$ cat config.mk
export PLATFORM = sky130hd
export DESIGN_NAME = enable_gen_multi
export DESIGN_NICKNAME = d
export VERILOG_FILES = /design/src/rtl/enable_gen_multi.sv
export SDC_FILE = /design/constraint.sdc
export NUM_CORES = 1
export LEC_CHECK = 0
export ABC_CLOCK_PERIOD_IN_PS = 2300
export CORE_ASPECT_RATIO = 0.8
export CORE_MARGIN = 2
export CORE_UTILIZATION = 62
export CTS_CLUSTER_DIAMETER = 200
export DETAILED_ROUTE_END_ITERATION = 6
export GPL_TIMING_DRIVEN = 0
export PLACE_DENSITY = 0.82
export SLEW_MARGIN = 20
export SYNTH_ARGS = -nofsm -noshare
export SYNTH_HDL_FRONTEND = slang
export SYNTH_SLANG_ARGS = --single-unit
$ cat constraint.sdc
create_clock -name clk -period 2.3 [get_ports clk]
set_clock_uncertainty 0.2 [all_clocks]
set_input_delay 0.69 -clock clk [delete_from_list [all_inputs] [get_ports clk]]
set_output_delay 0.69 -clock clk [all_outputs]
set_load 0.05 [all_outputs]
$ cat src/rtl/enable_gen_multi.sv
// N_CH-channel programmable tick generator (off / periodic / one-shot / passthrough per channel).
// Define ENABLE_GEN_SYNC_EN to add the sync_clr input that phase-aligns every channel.
module enable_gen_multi #(
    parameter  int N_CH        = 4,
    parameter  int CNT_W       = 16,
    parameter  int DEFAULT_DIV = 9,
    localparam int SEL_W       = (N_CH > 1) ? $clog2(N_CH) : 1
) (
    input  logic              clk,
    input  logic              reset,
`ifdef ENABLE_GEN_SYNC_EN
    input  logic              sync_clr,
`endif
    input  logic [2*N_CH-1:0] mode,
    input  logic [N_CH-1:0]   trig,
    input  logic              cfg_we,
    input  logic [SEL_W-1:0]  cfg_sel,
    input  logic [CNT_W-1:0]  cfg_div,
    output logic [N_CH-1:0]   tick,
    output logic [N_CH-1:0]   busy
);

    typedef enum logic [1:0] {
        MODE_OFF      = 2'b00,
        MODE_PERIODIC = 2'b01,
        MODE_ONESHOT  = 2'b10,
        MODE_PASS     = 2'b11
    } mode_e;

    logic sync_hit;
    logic sel_ok;

`ifdef ENABLE_GEN_SYNC_EN
    assign sync_hit = sync_clr;
`else
    assign sync_hit = 1'b0;
`endif

    assign sel_ok = (int'(cfg_sel) < N_CH);

    for (genvar ch = 0; ch < N_CH; ch++) begin : g_ch
        mode_e            mode_in;
        mode_e            mode_q;
        mode_e            mode_d;
        logic [CNT_W-1:0] cnt_q;
        logic [CNT_W-1:0] cnt_d;
        logic [CNT_W-1:0] div_act_q;
        logic [CNT_W-1:0] div_act_d;
        logic [CNT_W-1:0] div_pend_q;
        logic [CNT_W-1:0] div_pend_d;
        logic [CNT_W-1:0] pend_val;
        logic             pend_vld_q;
        logic             pend_vld_d;
        logic             busy_q;
        logic             busy_d;
        logic             tick_q;
        logic             tick_d;
        logic             wr_hit;
        logic             wrap;
        logic             apply;

        assign mode_in  = mode_e'(mode[2*ch +: 2]);
        assign wr_hit   = cfg_we && sel_ok && (int'(cfg_sel) == ch);
        // A write landing on an apply point takes effect at once, so it governs the very next period.
        assign pend_val = wr_hit ? cfg_div : div_pend_q;
        assign wrap     = (cnt_q == div_act_q);

        always_comb begin
            mode_d     = mode_q;
            cnt_d      = cnt_q;
            busy_d     = busy_q;
            tick_d     = 1'b0;
            div_act_d  = div_act_q;
            div_pend_d = div_pend_q;
            pend_vld_d = pend_vld_q;
            apply      = 1'b0;

            if (wr_hit) begin
                div_pend_d = cfg_div;
                pend_vld_d = 1'b1;
            end

            if (sync_hit) begin
                cnt_d = '0;
                apply = 1'b1;
            end else if (mode_in != mode_q) begin
                mode_d = mode_in;
                cnt_d  = '0;
                busy_d = 1'b0;
                apply  = 1'b1;
            end else begin
                case (mode_q)
                    MODE_OFF: begin
                        cnt_d  = '0;
                        busy_d = 1'b0;
                        apply  = 1'b1;
                    end
                    MODE_PERIODIC: begin
                        if (wrap) begin
                            cnt_d  = '0;
                            tick_d = 1'b1;
                            apply  = 1'b1;
                        end else begin
                            cnt_d = cnt_q + CNT_W'(1);
                        end
                    end
                    MODE_ONESHOT: begin
                        // A trigger arriving while busy, even on the completion edge, is dropped.
                        if (busy_q) begin
                            if (wrap) begin
                                cnt_d  = '0;
                                tick_d = 1'b1;
                                busy_d = 1'b0;
                                apply  = 1'b1;
                            end else begin
                                cnt_d = cnt_q + CNT_W'(1);
                            end
                        end else begin
                            cnt_d = '0;
                            apply = 1'b1;
                            if (trig[ch]) begin
                                busy_d = 1'b1;
                            end
                        end
                    end
                    MODE_PASS: begin
                        cnt_d  = '0;
                        tick_d = 1'b1;
                        busy_d = 1'b0;
                        apply  = 1'b1;
                    end
                    default: begin
                        cnt_d = '0;
                    end
                endcase
            end

            if (apply && (wr_hit || pend_vld_q)) begin
                div_act_d  = pend_val;
                pend_vld_d = 1'b0;
            end
        end

        always_ff @(posedge clk or negedge reset) begin
            if (!reset) begin
                mode_q     <= MODE_OFF;
                cnt_q      <= '0;
                div_act_q  <= CNT_W'(DEFAULT_DIV);
                div_pend_q <= CNT_W'(DEFAULT_DIV);
                pend_vld_q <= 1'b0;
                busy_q     <= 1'b0;
                tick_q     <= 1'b0;
            end else begin
                mode_q     <= mode_d;
                cnt_q      <= cnt_d;
                div_act_q  <= div_act_d;
                div_pend_q <= div_pend_d;
                pend_vld_q <= pend_vld_d;
                busy_q     <= busy_d;
                tick_q     <= tick_d;
            end
        end

        assign tick[ch] = tick_q;
        assign busy[ch] = busy_q;
    end

endmodule

==> results.md, run 1 <==
- Hold violation count in the final report: 0
- Worst slew margin: between 60% and 70%
- Ys async rst share: between 90% and 100%
- Gate power share: roughly a fifth
- Share of the synthesized area in the top cell type: a little over two fifths
- Yosys warning count: 0
- Crit start category: register
- CP max-delay cell: dfrtp_1
- Seq/Total Area, Yosys: between 40% and 50%
- # setup viols final: 0
- Detailed Routing Iterations Pass 1: 5
- Drt via density: 6.054
- Largest net degree at the start of global routing: about 80
- Count of input and output buffers: 39
- Via count: about 8000
- Initial core utilization: a little over three fifths
- Core Region: 18060 sq um
- Area after DPL: 12110 sq um
- Hold crit path type: register to register
- #FFs+latches synth: approximately 210
- DR WL/cell: 18.54 microns
- H-tree depth: 1
- Syn Std Cell Area: ~11000 sq um
- Crit Path Category: register to output port
- Clock power frac: approximately 34%
- Critical Path AT: between 1000 and 1500 ps
- Grt ovf: 0
- CTS Buf Count: 22
- CP Data Required Time: between 1000 and 1500 ps
- Area grow syn2layout: 14.56%
- Number of core rows: between 40 and 50
- CTS Sinks: between 200 and 250
- Net Switching: just under 3 mW
- Die Span Y: roughly 130 microns
- Final Util: 72.15%
- Post-DP HPWL: 17030 microns
- Initial DRC count: approximately 500
- Sw Share: between 20% and 30%
- Placer Congestion: about 0.8
- Crit-path max cell delay: 450 ps
- Initial antenna violation count: 0
- Crit path to: busy[0]
- Share of cells above drive strength 1: 21.92%
- Worst vdd ir: approximately 450 uV
- Crit Reg-Reg Startpoint: g_ch[2].mode_q[0]$_DFFE_PN0N_
- Worst-path clk slew: about 60 ps
- DR DRC count: 0
- Mapped Cells: approximately 1000
- Maximum root-to-sink buffer count: 3
- Synth Area per Inst: between 10 and 15 sq um
- Crit. Startpoint: g_ch[0].busy_q$_DFFE_PN0P_
- Tot Pwr: 10.42 mW
- Fin. max-slew vios: 0
- Status: finished clean
- Crit path cell chain: buf_4 > buf_2
- Yosys cell types: 48
- Top cells by count, synth: dfrtp_1 (196), nor2_1 (159), xor2_1 (96), nor3_1 (69), mux2i_1 (68)
- Primary FF master, synth: dfrtp_1
- Power share of the sequential group: a little under half
- Count leader, synth: dfrtp_1
- Tmin final: between 2000 and 2500 ps
- Reg2Reg Depth: 7
- Vias in the first global route: between 8000 and 9000
- Post-place setup slack: -642.9 ps
- Power Density: around 800 nW/um^2
- Nets@finish: 1154
- Worst skew pair latency: 510 ps
- CTS tree: built
- Total of max-cap violations: 0
- Fmax: approximately 450 MHz
- Syn Nets: ~1100
- Final setup margin: between 70 and 80 ps
- Dominant cell type by area after synthesis: dfrtp_1
- Ant diodes: 0
- First-pass GRT wire length: about 42000 microns
- Area contributors post-synth: dfrtp_1 (43%), xor2_1 (7.4%), mux2i_1 (6.0%)
- Worst r2r dst: g_ch[2].div_act_q[6]$_DFFE_PN0P_
- EDFF count, synth: 0
- Int Power: 7.517 mW
- Final hold slack: 292.1 ps
- Worst Setup End Kind: output port
- Root Buffer Master: clkbuf_16
- ANT nets after route: 0
- Post-Route WL: between 20000 and 25000 microns
- Die W: ~160 microns
- Flop-to-flop setup slack: around 76 ps
- Period utilisation layout: a little over nine tenths
- Slew @ Worst Pin: 535.3 ps
- Crit-path max FO: 6
- Area of the die: 19450 sq um
- Leak: ~6.1 nW
- IO Pins: 41
- All-Layer GR Usage: 26.27%
- Final non-filler cell area: approximately 13000 sq um
- Hold path start: g_ch[0].cnt_q[0]$_DFF_PN0_
[cell families after synthesis]
family	Yosys count	share of synthesized area [%]
buffers and inverters	72	3.840
muxes	132	12.98
adders and majority gates	24	2.641
DFF	212	46.83
and+or+nand+nor	349	14.64
xor gates and xnor gates	128	9.858
AOI/OAI and AO/OA	99	9.209
[worst max-delay path, delay by kind of cell, from the launching register on]
family | cells | cell delay (ps)
flip-flops | 1 | 450
buffers and inverters | 2 | 380
[metal layers]
layer	share of wire, %	up-vias	global-route usage, %
li1	-	3764	-
met1	47	4110	39.19
met2	46	225	41.64
met3	5.2	32	3.501
met4	1.7	0	5.397
met5	0	-	0
[state kept, by name (all words and copies together), names as in the netlist]
name,cells
g_ch.busy_q,4
g_ch.div_act_q,64
g_ch.tick_q,4
g_ch.div_pend_q,64
g_ch.mode_q,8
g_ch.pend_vld_q,4
g_ch.cnt_q,64
[worst min path at each step]
| stage | end | cells past startpoint |
|---|---|---|
| after floorplan | g_ch[0].busy_q$_DFFE_PN0P_ | 0 |
| after global placement | g_ch[0].cnt_q[0]$_DFF_PN0_ | 1 |
| after detailed placement | g_ch[0].cnt_q[0]$_DFF_PN0_ | 1 |
| after CTS | g_ch[0].cnt_q[0]$_DFF_PN0_ | 1 |
| after global routing | g_ch[3].div_pend_q[11]$_DFF_PN0_ | 1 |
| final | g_ch[0].cnt_q[0]$_DFF_PN0_ | 1 |
[stage by stage]
| step | cells | TNS (ps) |
|---|---|---|
| after floorplan | 1016 | 0 |
| after global placement | 1285 | -1819400 |
| after detailed placement | 1287 | -68810 |
| after CTS | 1335 | 0 |
| after global routing | 1343 | -90.79 |
| final | 1343 | 0 |
[power by group through the flow]
stage	combinational, mW	sequential (mW)	clock [mW]
2_1_floorplan	1.40	4.78	0
3_3_place_gp	1.79	4.93	0
3_5_place_dp	1.87	4.94	0
4_1_cts	1.92	4.89	3.62
5_1_grt	2.14	4.97	3.78
6_report	1.95	4.90	3.56
[layout make-up]
class	instances	area, sq um
multi-input combinational	732	5663
sequential	212	5325
fill	1277	5030
clock buffer	40	729.5
timing repair buffer	57	570.5
buffer	59	402.9
tap	230	287.8
inverter	13	48.80
[cell usage in the layout, fill, tap and decap left out, drive strengths merged, types with 2 or more instances in the layout]
cell           synthesis  layout
nor2                 162     162
clkbuf                16      56
o21a                   4       4
o21ai                  3       3
o211a                  2       2
and3                   8       8
inv                   13      13
and2                   3       3
nor3b                  5       5
nor3                  69      69
xnor2                 32      32
a21boi                 2       2
nand3                 16      16
mux2i                 68      68
nand2b                 4       4
buf                   42      64
dfrtp                196     196
nand3b                 2       2
mux2                  64      64
xor2                  96      96
nand2                 36      36
clkdlybuf4s50          0      28
clkdlybuf4s15          0       4
o22ai                  4       4
dfstp                 16      16
ha                    24      24
nand4                 18      18
o221a                 64      64
nor4                  18      18
and4                   6       6
dlygate4sd2            0       2
a21oi                 18      18
[repair_timing]
action	CTS	global route
endpoints found under the hold margin	61	0
setup buffers	7	8
resized for setup	43	13
hold buffers	1	0
pin swaps	3	6
endpoints found under the setup margin	70	52
Note: power is estimated with default switching activity, not from simulation.
==> run 2, diff against run 1 <==
--- a/config.mk
+++ b/config.mk
@@ -5,14 +5,14 @@
 export SDC_FILE = /design/constraint.sdc
 export NUM_CORES = 1
 export LEC_CHECK = 0
-export ABC_CLOCK_PERIOD_IN_PS = 2300
+export ABC_CLOCK_PERIOD_IN_PS = 2500
 export CORE_ASPECT_RATIO = 0.8
 export CORE_MARGIN = 2
 export CORE_UTILIZATION = 62
 export CTS_CLUSTER_DIAMETER = 200
 export DETAILED_ROUTE_END_ITERATION = 6
 export GPL_TIMING_DRIVEN = 0
-export PLACE_DENSITY = 0.82
+export PLACE_DENSITY = 0.8
 export SLEW_MARGIN = 20
 export SYNTH_ARGS = -nofsm -noshare
 export SYNTH_HDL_FRONTEND = slang
==> constraint.sdc (replaced) <==
create_clock -name clk -period 2.5 [get_ports clk]
set_clock_uncertainty 0.2 [all_clocks]
set_input_delay 0.75 -clock clk [delete_from_list [all_inputs] [get_ports clk]]
set_output_delay 0.75 -clock clk [all_outputs]
set_load 0.05 [all_outputs]
==> results.md, run 2 (synthesis results as in run 1) <==
- Maximum root-to-sink buffer count: 3 (unchanged)
- Hold crit path type: register to register
- Net Switching: 2.765 mW (-4.7%)
- CTS Buf Count: 22 (unchanged)
- Worst Setup End Kind: output port
- Most common cell after layout, fill and taps aside: dfrtp_1
- Initial DRC count: 580 (+16%)
- Hold Path Depth: 1 (unchanged)
- RSZ-0062 raised after global routing: no
- Flop-to-flop setup slack: 190 ps (+110 ps)
- Ant diodes: 0 (unchanged)
- Via count: 7966 (-2.0%)
- All-Layer GR Usage: 25.91% (-0.36 points)
- Clock power frac: 35.9% (+1.7 points)
- Crit-path max cell delay: 440 ps (about the same)
- Worst vdd ir: 513.8 uV (+13%)
- CP Data Required Time: 1550 ps (+140 ps)
- Int Power: 7.015 mW (-6.7%)
- First-pass GRT wire length: 41220 microns (-1.5%)
- Initial core utilization: 62.98% (unchanged)
- Top Registers: g_ch.cnt_q x64, g_ch.div_act_q x64, g_ch.div_pend_q x64
- Critical Path AT: 1460 ps (+130 ps)
- Worst slew margin: 64.72% (+0.40 points)
- Worst r2r dst: g_ch[0].div_act_q[12]$_DFFE_PN0P_
- Tot Pwr: 9.780 mW (-6.1%)
- Area after DPL: 12110 sq um (unchanged)
- Share of cells above drive strength 1: 20.94% (-0.98 points)
- Crit Reg-Reg Startpoint: g_ch[0].mode_q[0]$_DFFE_PN0N_
- Area of the die: 19450 sq um (unchanged)
- H-tree depth: 1 (unchanged)
- Hold path start: g_ch[1].cnt_q[0]$_DFF_PN0_
- Die Span Y: 125.1 microns (unchanged)
- Post-place setup slack: -543.7 ps (+99.15 ps)
- Tmin final: between 2000 and 2500 ps
- Area grow syn2layout: 13.92%
- CP Buf/Inv Count: 2 (unchanged)
- Fin. max-slew vios: 0 (unchanged)
- Root Buffer Master: clkbuf_16
- DR WL/cell: 18.64 microns (+0.56%)
- Vias in the first global route: 8220 (-0.049%)
- CTS tree: built
- Final hold slack: 300.1 ps (+8.047 ps)
- Final setup margin: 87.95 ps (+12.12 ps)
- IO Pins: 41 (unchanged)
- Crit start category: register
- Core Region: 18060 sq um (unchanged)
- Drt via density: 5.976 (-1.3%)
- Gate power share: 18.0% (-0.8 points)
- Leak: 6.035 nW (-0.79%)
- DR DRC count: 0 (unchanged)
- Number of core rows: 44 (unchanged)
- WHS Endpoint: g_ch[1].cnt_q[0]$_DFF_PN0_
- Placer Congestion: 0.7982 (-1.2%)
- Period utilisation layout: 96.48%
- Detailed Routing Iterations Pass 1: 5 (unchanged)
- Crit-path max FO: 6 (unchanged)
- Count of input and output buffers: 39 (unchanged)
- Crit. Startpoint: g_ch[0].busy_q$_DFFE_PN0P_
- Final Util: 71.74% (-0.40 points)
- Critical path depth: 2 (unchanged)
- Post-DP HPWL: 17010 microns (-0.15%)
- Fmax: about 410 MHz
- Slew @ Worst Pin: 529.3 ps (-6.058 ps)
- Final non-filler cell area: 12950 sq um (-0.56%)
- Initial antenna violation count: 0 (unchanged)
- Die W: 155.4 microns (unchanged)
- Most frequent cells in the layout: dfrtp_1 (196), nor2_1 (159), xor2_1 (96)
- CTS Sinks: 212 (unchanged)
- # setup viols final: 0 (unchanged)
- Worst skew pair latency: 520 ps (about the same)
- Crit Path Category: register to output port
- Power share of the sequential group: 46.1% (-0.9 points)
- CP delay by family, top: buffers and inverters
- Post-Route WL: 24850 microns (-0.18%)
- Power Density: 755.0 nW/um^2 (-5.6%)
- Worst-path clk slew: 70 ps (about the same)
- CP max-delay cell: dfrtp_1
- Status: finished clean
- Grt ovf: 0 (unchanged)
- Reg2Reg Depth: 8 (+1)
- ANT nets after route: 0 (unchanged)
- Largest net degree at the start of global routing: 91 (+17%)
- Crit path cell chain: buf_4 > clkdlybuf4s15_2
- Total of max-cap violations: 0 (unchanged)
- Sw Share: 28.28% (+0.43 points)
- Nets@finish: 1144 (-0.87%)
- Hold violation count in the final report: 0 (unchanged)
==> run 2: cell types whose count changed in the layout (fill, tap and decap cells not counted), sizes merged <==
cell	before	now
buf	64	49
bufinv	0	3
clkbuf	56	46
clkdlybuf4s15	4	3
clkinv	0	4
clkinvlp	0	6
dlygate4sd2	2	5
==> run 2: worst max path at each step <==
stage                                             endpoint  slack [ps]
final                                              busy[0]          90
after detailed placement  g_ch[0].div_act_q[7]$_DFFE_PN0P_        -540
after floorplan           g_ch[0].div_act_q[5]$_DFFE_PN0P_         200
after CTS                 g_ch[0].div_act_q[7]$_DFFE_PN0P_           6
after global routing           g_ch[2].cnt_q[13]$_DFF_PN0_          10
after global placement       g_ch[2].mode_q[1]$_DFFE_PN0N_       -8340
==> run 2: layout make-up <==
| type | instances | area, sq um |
|---|---|---|
| Tap cell | 230 | 287.8 |
| Fill cell | 1297 | 5102 |
| Buffer | 59 | 387.9 |
| Inverter | 13 | 48.80 |
| Sequential cell | 212 | 5325 |
| Clock inverter | 13 | 158.9 |
| Multi-Input combinational cell | 732 | 5630 |
| Timing Repair Buffer | 47 | 495.5 |
| Clock buffer | 27 | 620.6 |
==> run 2: per-stage QoR <==
stage / TNS (ps) / instances
after detailed placement: -43240 / 1287
after CTS: 0 / 1328
after global routing: 0 / 1333
final: 0 / 1333
after global placement: -1759320 / 1285
after floorplan: 0 / 1016
==> run 2: worst reg2reg max path: cells and delay by family, from the launching register on <==
family / cells / cell delay (ps)
AND/OR/NAND/NOR: 2 / 220
flip-flops: 1 / 440
adder cells (fa/ha/maj): 1 / 280
AO/OA/AOI/OAI: 3 / 780
buffers and inverters: 2 / 350
==> run 2: what timing repair did <==
action | in CTS | in global routing
endpoints found under the hold margin | 59 | 0
gates resized for setup | 16 | 13
hold buffers | 1 | 0
pin swaps | 0 | 3
setup endpoints to repair | 10 | 46
setup buffers | 0 | 5
==> run 2: power groups by stage <==
stage	clock (mW)	combinational [mW]	sequential (mW)
after floorplan	0	1.29	4.40
after global placement	0	1.65	4.53
after detailed placement	0	1.72	4.55
after CTS	3.55	1.74	4.50
after global routing	3.69	1.93	4.57
final	3.51	1.76	4.51
==> run 2: routing by layer <==
layer,GRT usage [%],wire (microns)
met1,38.54,11960
met2,40.68,11340
met3,3.466,1049
met4,6.314,505
met5,0,0
==> run 3, diff against run 2 <==
--- a/config.mk
+++ b/config.mk
@@ -13,6 +13,7 @@
 export DETAILED_ROUTE_END_ITERATION = 6
 export GPL_TIMING_DRIVEN = 0
 export PLACE_DENSITY = 0.8
+export SETUP_SLACK_MARGIN = 0.05
 export SLEW_MARGIN = 20
 export SYNTH_ARGS = -nofsm -noshare
 export SYNTH_HDL_FRONTEND = slang
==> results.md, run 3 (synthesis results as in run 1) <==
- Power Density: 755.1 nW/um^2 (about the same)
- Largest net degree at the start of global routing: 91 (unchanged)
- Worst r2r dst: g_ch[0].div_act_q[12]$_DFFE_PN0P_
- Fmax: 415.5 MHz (+0.22%)
- DR DRC count: 0 (unchanged)
- Final non-filler cell area: 12950 sq um (about the same)
- Top Registers: g_ch.cnt_q x64, g_ch.div_act_q x64, g_ch.div_pend_q x64
- RSZ-0062 raised after global routing: yes
- Detailed Routing Iterations Pass 1: 5 (unchanged)
- Grt ovf: 0 (unchanged)
- Worst skew pair latency: 520 ps (about the same)
- All-Layer GR Usage: 25.90% (about the same)
- Placer Congestion: 0.7982 (unchanged)
- Slew @ Worst Pin: 526.8 ps (-2.450 ps)
- Fin cells: 1333 (unchanged)
- Fin. max-slew vios: 0 (unchanged)
- Most frequent cells in the layout: dfrtp_1 (196), nor2_1 (159), xor2_1 (96)
- CP max-delay cell: dfrtp_1
- Post-Route WL: 24850 microns (about the same)
- CP Data Required Time: 1550 ps (about the same)
- Hold crit path type: register to register
- CTS tree: built
- Leak: 6.034 nW (about the same)
- Maximum root-to-sink buffer count: 3 (unchanged)
- # setup viols final: 0 (unchanged)
- Crit-path max cell delay: 440 ps (about the same)
- Root Buffer Master: clkbuf_16
- First-pass GRT wire length: 41210 microns (about the same)
- Final Util: 71.74% (about the same)
- Worst-path clk slew: 70 ps (about the same)
- CTS Sinks: 212 (unchanged)
- DR WL/cell: 18.64 microns (about the same)
- Tmin final: 2407 ps (-5.361 ps)
- Initial DRC count: 588 (+1.4%)
- Footprint of the multi-input gates: 5632 sq um (about the same)
- Count of input and output buffers: 39 (unchanged)
- Die Span Y: 125.1 microns (unchanged)
- Placed instance count: 1287 (unchanged)
- Ant diodes: 0 (unchanged)
- Crit Path Category: register to output port
- Period utilisation layout: 96.27% (-0.21 points)
- Crit Reg-Reg Startpoint: g_ch[0].mode_q[0]$_DFFE_PN0N_
- Area grow syn2layout: 13.91% (about the same)
- Nets@finish: 1144 (unchanged)
- Crit-path max FO: 6 (unchanged)
- Post-DP HPWL: 17010 microns (unchanged)
- Crit path cell chain: buf_4 > clkdlybuf4s18_2
- Number of core rows: 44 (unchanged)
- Area after DPL: 12110 sq um (unchanged)
- H-tree depth: 1 (unchanged)
- CTS Buf Count: 22 (unchanged)
- Worst vdd ir: 514.0 uV (about the same)
- ANT nets after route: 0 (unchanged)
- Reg2Reg Depth: 8 (unchanged)
- Worst slew margin: 64.88% (+0.16 points)
- Hold violation count in the final report: 0 (unchanged)
- Hold path start: g_ch[1].cnt_q[0]$_DFF_PN0_
- Status: finished clean
- Initial antenna violation count: 0 (unchanged)
- Critical Path AT: 1460 ps (about the same)
- Final hold slack: 300.1 ps (-0.002000 ps)
- Die W: 155.4 microns (unchanged)
- Hold Path Depth: 1 (unchanged)
- Flop-to-flop setup slack: 190 ps (about the same)
- Worst Setup End Kind: output port
- Crit start category: register
- Drt via density: 5.980 (about the same)
- Vias in the first global route: 8216 (-0.049%)
- Total of max-cap violations: 0 (unchanged)
- Area of the die: 19450 sq um (unchanged)
- IO Pins: 41 (unchanged)
- Reg area: 5325 sq um (unchanged)
- Most common cell after layout, fill and taps aside: dfrtp_1
- Fill cells: 1297 (unchanged)
- Core Region: 18060 sq um (unchanged)
- WHS Endpoint: g_ch[1].cnt_q[0]$_DFF_PN0_
- Share of cells above drive strength 1: 21.21% (+0.27 points)
- Initial core utilization: 62.98% (unchanged)
- Via count: 7972 (+0.075%)
-- run 3: critical path, delay by kind of cell, from the launching register on --
kind                   cells  cell delay [ps]
buffers and inverters      2              490
DFF                        1              440
-- run 3: worst max path at each step --
stage / start / end / slack [ps] / cells past startpoint
floorplan: cfg_we / g_ch[0].div_act_q[5]$_DFFE_PN0P_ / 200 / 6
global placement: reset / g_ch[2].mode_q[1]$_DFFE_PN0N_ / -8340 / 1
detailed placement: cfg_sel[1] / g_ch[0].div_act_q[7]$_DFFE_PN0P_ / -540 / 8
CTS: g_ch[0].mode_q[0]$_DFFE_PN0N_ / g_ch[0].div_act_q[15]$_DFFE_PN0P_ / 80 / 8
global route: g_ch[0].mode_q[0]$_DFFE_PN0N_ / g_ch[0].div_act_q[14]$_DFFE_PN0P_ / 20 / 8
finish: g_ch[0].busy_q$_DFFE_PN0P_ / busy[0] / 90 / 2
-- run 3: final cells by class --
class	count	share of cell area (%)
Buffer	59	3.014
Timing Repair Buffer	47	3.786
Tap cell	230	2.222
Inverter	13	0.3767
Multi-Input combinational cell	732	43.48
Sequential cell	212	41.11
Clock buffer	27	4.791
Clock inverter	13	1.227
-- run 3: timing repair --
action / in CTS / in global routing
hold buffers: 1 / 0
endpoints found under the setup margin: 19 / 61
gates cloned: 0 / 0
setup buffers: 0 / 5
resized for setup: 17 / 18
pin swaps: 0 / 3
hold endpoints to repair: 59 / 0
-- run 3: through the flow --
stage	setup WS, ps	power, mW	TNS, ps
6_report	93.31	9.781	0
5_1_grt	19.83	10.20	0
4_1_cts	80.35	9.790	0
3_5_place_dp	-543.7	6.265	-43240
3_3_place_gp	-8341	6.179	-1759320
2_1_floorplan	198.0	5.692	0
-- run 3: power breakdown --
part           internal (mW)  switching [mW]  leakage [nW]
sequential              4.03           0.475          2.66
clock                   2.08            1.43         0.365
combinational          0.897           0.863          3.00
total                   7.02            2.77          6.03
-- run 3: metal layers --
layer	vias up	global-route usage, %	share of wire, %
met5	-	0	0
met4	0	6.314	1.8
met3	35	3.466	3.9
met2	171	40.66	46
met1	4034	38.54	48
li1	3732	-	-
==> RTL change, RTL diff (config.mk and constraints of run 1) <==
Make the reset (`reset`) synchronous in one clocked block.
--- a/src/rtl/enable_gen_multi.sv
+++ b/src/rtl/enable_gen_multi.sv
@@ -143,3 +143,3 @@
 
-        always_ff @(posedge clk or negedge reset) begin
+        always_ff @(posedge clk) begin
             if (!reset) begin
Formal check against the unedited RTL: differs if reset is asserted again (counterexample within 4 cycles, from zero or initial values and one cycle with reset low); with reset held inactive, the same outputs for 4 cycles.
==> RTL change against run 1 <==
Via count down 14%; area after synthesis decreased by 20%; sequential cell count did not move; synthesized cell count fell by 3.7%; routed wire length fell by 18%; cell area down 18%; non-clock buffer count is 19 lower; setup slack worse by 0.063 ns; worst hold slack got worse by 0.027 ns; critical path depth increased by 6; highest routed layer unchanged.
Power is not compared: it rests on default switching activity, and its combinational part moved more than twofold at a synthesized area within 25%.
==> RTL change: results (changes against run 1) <==
| Metric | Value |
|---|---|
| Vias in the first global route | 6,809 (-17%) |
| Synth Area in Compound Gates | 0.1249 (+0.03286) |
| Top cells by area, synth | dfxtp_1 47%, xor2_1 10%, nand2_1 6.2%, a22o_1 5.3%, a21oi_1 4.3% |
| Worst R2R Setup Slack | 0.01 ns (-0.06 ns) |
| Syn. warnings | 0 (unchanged) |
| Layout cells sized above 1 | 0.1340 (-0.08527) |
| WHS | 0.2647 ns (-0.02741 ns) |
| Hold depth | 2 (+1) |
| Post-Synthesis Cells | 978 (-3.7%) |
| Crit-path max cell delay | 0.39 ns (-0.06 ns) |
| Gr usage total | 0.2568 (-0.005836) |
| CP max-delay cell | or3b_4 |
| CP arrival | 2.50 ns (+1.17 ns) |
| Sequential-to-total area share from yosys stat | 0.4673 (-0.0009763) |
| Reg2reg start | g_ch[0].mode_q[1] |
| Non-Filler Instances | 1,244 (-7.4%) |
| Pin count of the biggest net entering global routing | 16 (-79%) |
| Layout Nets | 1,105 (-4.2%) |
| Hold Path End | g_ch[1].div_pend_q[2] |
| Hpwl dp | 13,770 um (-19%) |
| Syn nets | 1,035 (-3.5%) |
| Number of vias per cell | 5.648 (-6.7%) |
| Post-Synth XOR/XNOR Area | 0.1243 (+0.02568) |
| Global-route wire length before repair | 33,240 um (-21%) |
| Top FF cell, synth | dfxtp_1 |
| Cts bufs inserted | 20 (-9.1%) |
| Run status | complete, no violations |
| FF-to-FF End | g_ch[0].div_act_q[5] |
| Number of port buffers | 36 (-7.7%) |
| Slew HR | 0.5334 (-0.1097) |
| Synth cell count leaders | 212 x dfxtp_1, 149 x nand2_1, 105 x xor2_1, 82 x nor2_1, 78 x a21oi_1 |
| Final WL | 20,450 um (-18%) |
| Crit path max fanout | 4 (-2) |
| FF-to-FF path depth | 8 (+1) |
| Adder-Cell Fraction of Synth Area | 0.03306 (+0.006657) |
| Netlist cell types | 53 (+10%) |
| Worst Hold Launch | g_ch[1].div_pend_q[2] |
| DRT iter0 DRCs | 479 (-4.4%) |
## RTL change: changes by cell type after synthesis, sizes merged, moves of 14 or more
cell   delta
a21oi    +62
a22o     +55
buf      -14
dfrtp   -196
dfstp    -16
dfxtp   +212
inv      +15
mux2     -62
mux2i    -68
nand2   +113
nand3    +14
nor2     -80
nor3     -63
o221a    -63
## RTL change: layer usage
layer / global-route usage / share of wire / up-vias
li1: - / - / 3486
met1: 0.3525 / 0.45 / 3316
met2: 0.4150 / 0.46 / 187
met3: 0.05290 / 0.069 / 37
met4: 0.07205 / 0.021 / 0
met5: 0 / 0 / -
## RTL change: cells by family (layout without fill, tap and decap cells)
kind of cell               Yosys count  after routing
and+or+nand+nor                    372            372
DFF                                212            212
AOI/OAI and AO/OA                  163            163
xor gates and xnor gates           128            128
buffers and inverters               77            159
adders and majority gates           24             24
muxes                                2              2
## RTL change: layout make-up
cell class                 instances  area [um^2]
clock inverter                     7        87.58
sequential                       212         4258
clock buffer                      27        588.1
fill                            1031         3623
multi-input combinational        689         4684
timing repair buffer              51        447.9
tap                              184        230.2
inverter                          28        105.1
buffer                            46        272.8
## RTL change: repair_timing
item / in CTS / in global routing
pin swaps: 3 / 5
hold buffers: 0 / 0
resized for setup: 42 / 32
buffers inserted: 4 / 10
endpoints found under the setup margin: 96 / 94
cloned: 1 / 0
## RTL change: worst max path at each step
stage                            startpoint               endpoint
after floorplan                  cfg_sel[0]  g_ch[0].div_act_q[10]
after global placement                reset      g_ch[1].cnt_q[12]
after detailed placement              reset       g_ch[1].cnt_q[9]
after CTS                           mode[0]      g_ch[0].cnt_q[11]
after global routing       g_ch[0].cnt_q[6]   g_ch[0].div_act_q[5]
final                     g_ch[0].mode_q[1]   g_ch[0].div_act_q[5]
## RTL change: where the power goes
group	total, W	leakage, nW	internal [W]	switching (W)
logic	0.000575	2.37	0.000237	0.000339
clock network	0.00339	0.334	0.00201	0.00138
registers	0.00378	1.72	0.00374	0.0000406
## RTL change: worst max-delay path, delay by kind of cell, from the launching register on
family / cells / cell delay (ns)
DFF: 1 / 0.38
buffers and inverters: 2 / 0.19
and+or+nand+nor: 2 / 0.58
adders and majority gates: 1 / 0.28
AOI/OAI and AO/OA: 3 / 0.59
## RTL change: through the flow
stage	instance area [um^2]	setup slack, ns
5_1_grt	10670	-0.01847
2_1_floorplan	9109	0.002471
6_report	10670	0.01305
3_5_place_dp	9699	-0.5975
3_3_place_gp	9699	-0.6216
4_1_cts	10470	0.0009561
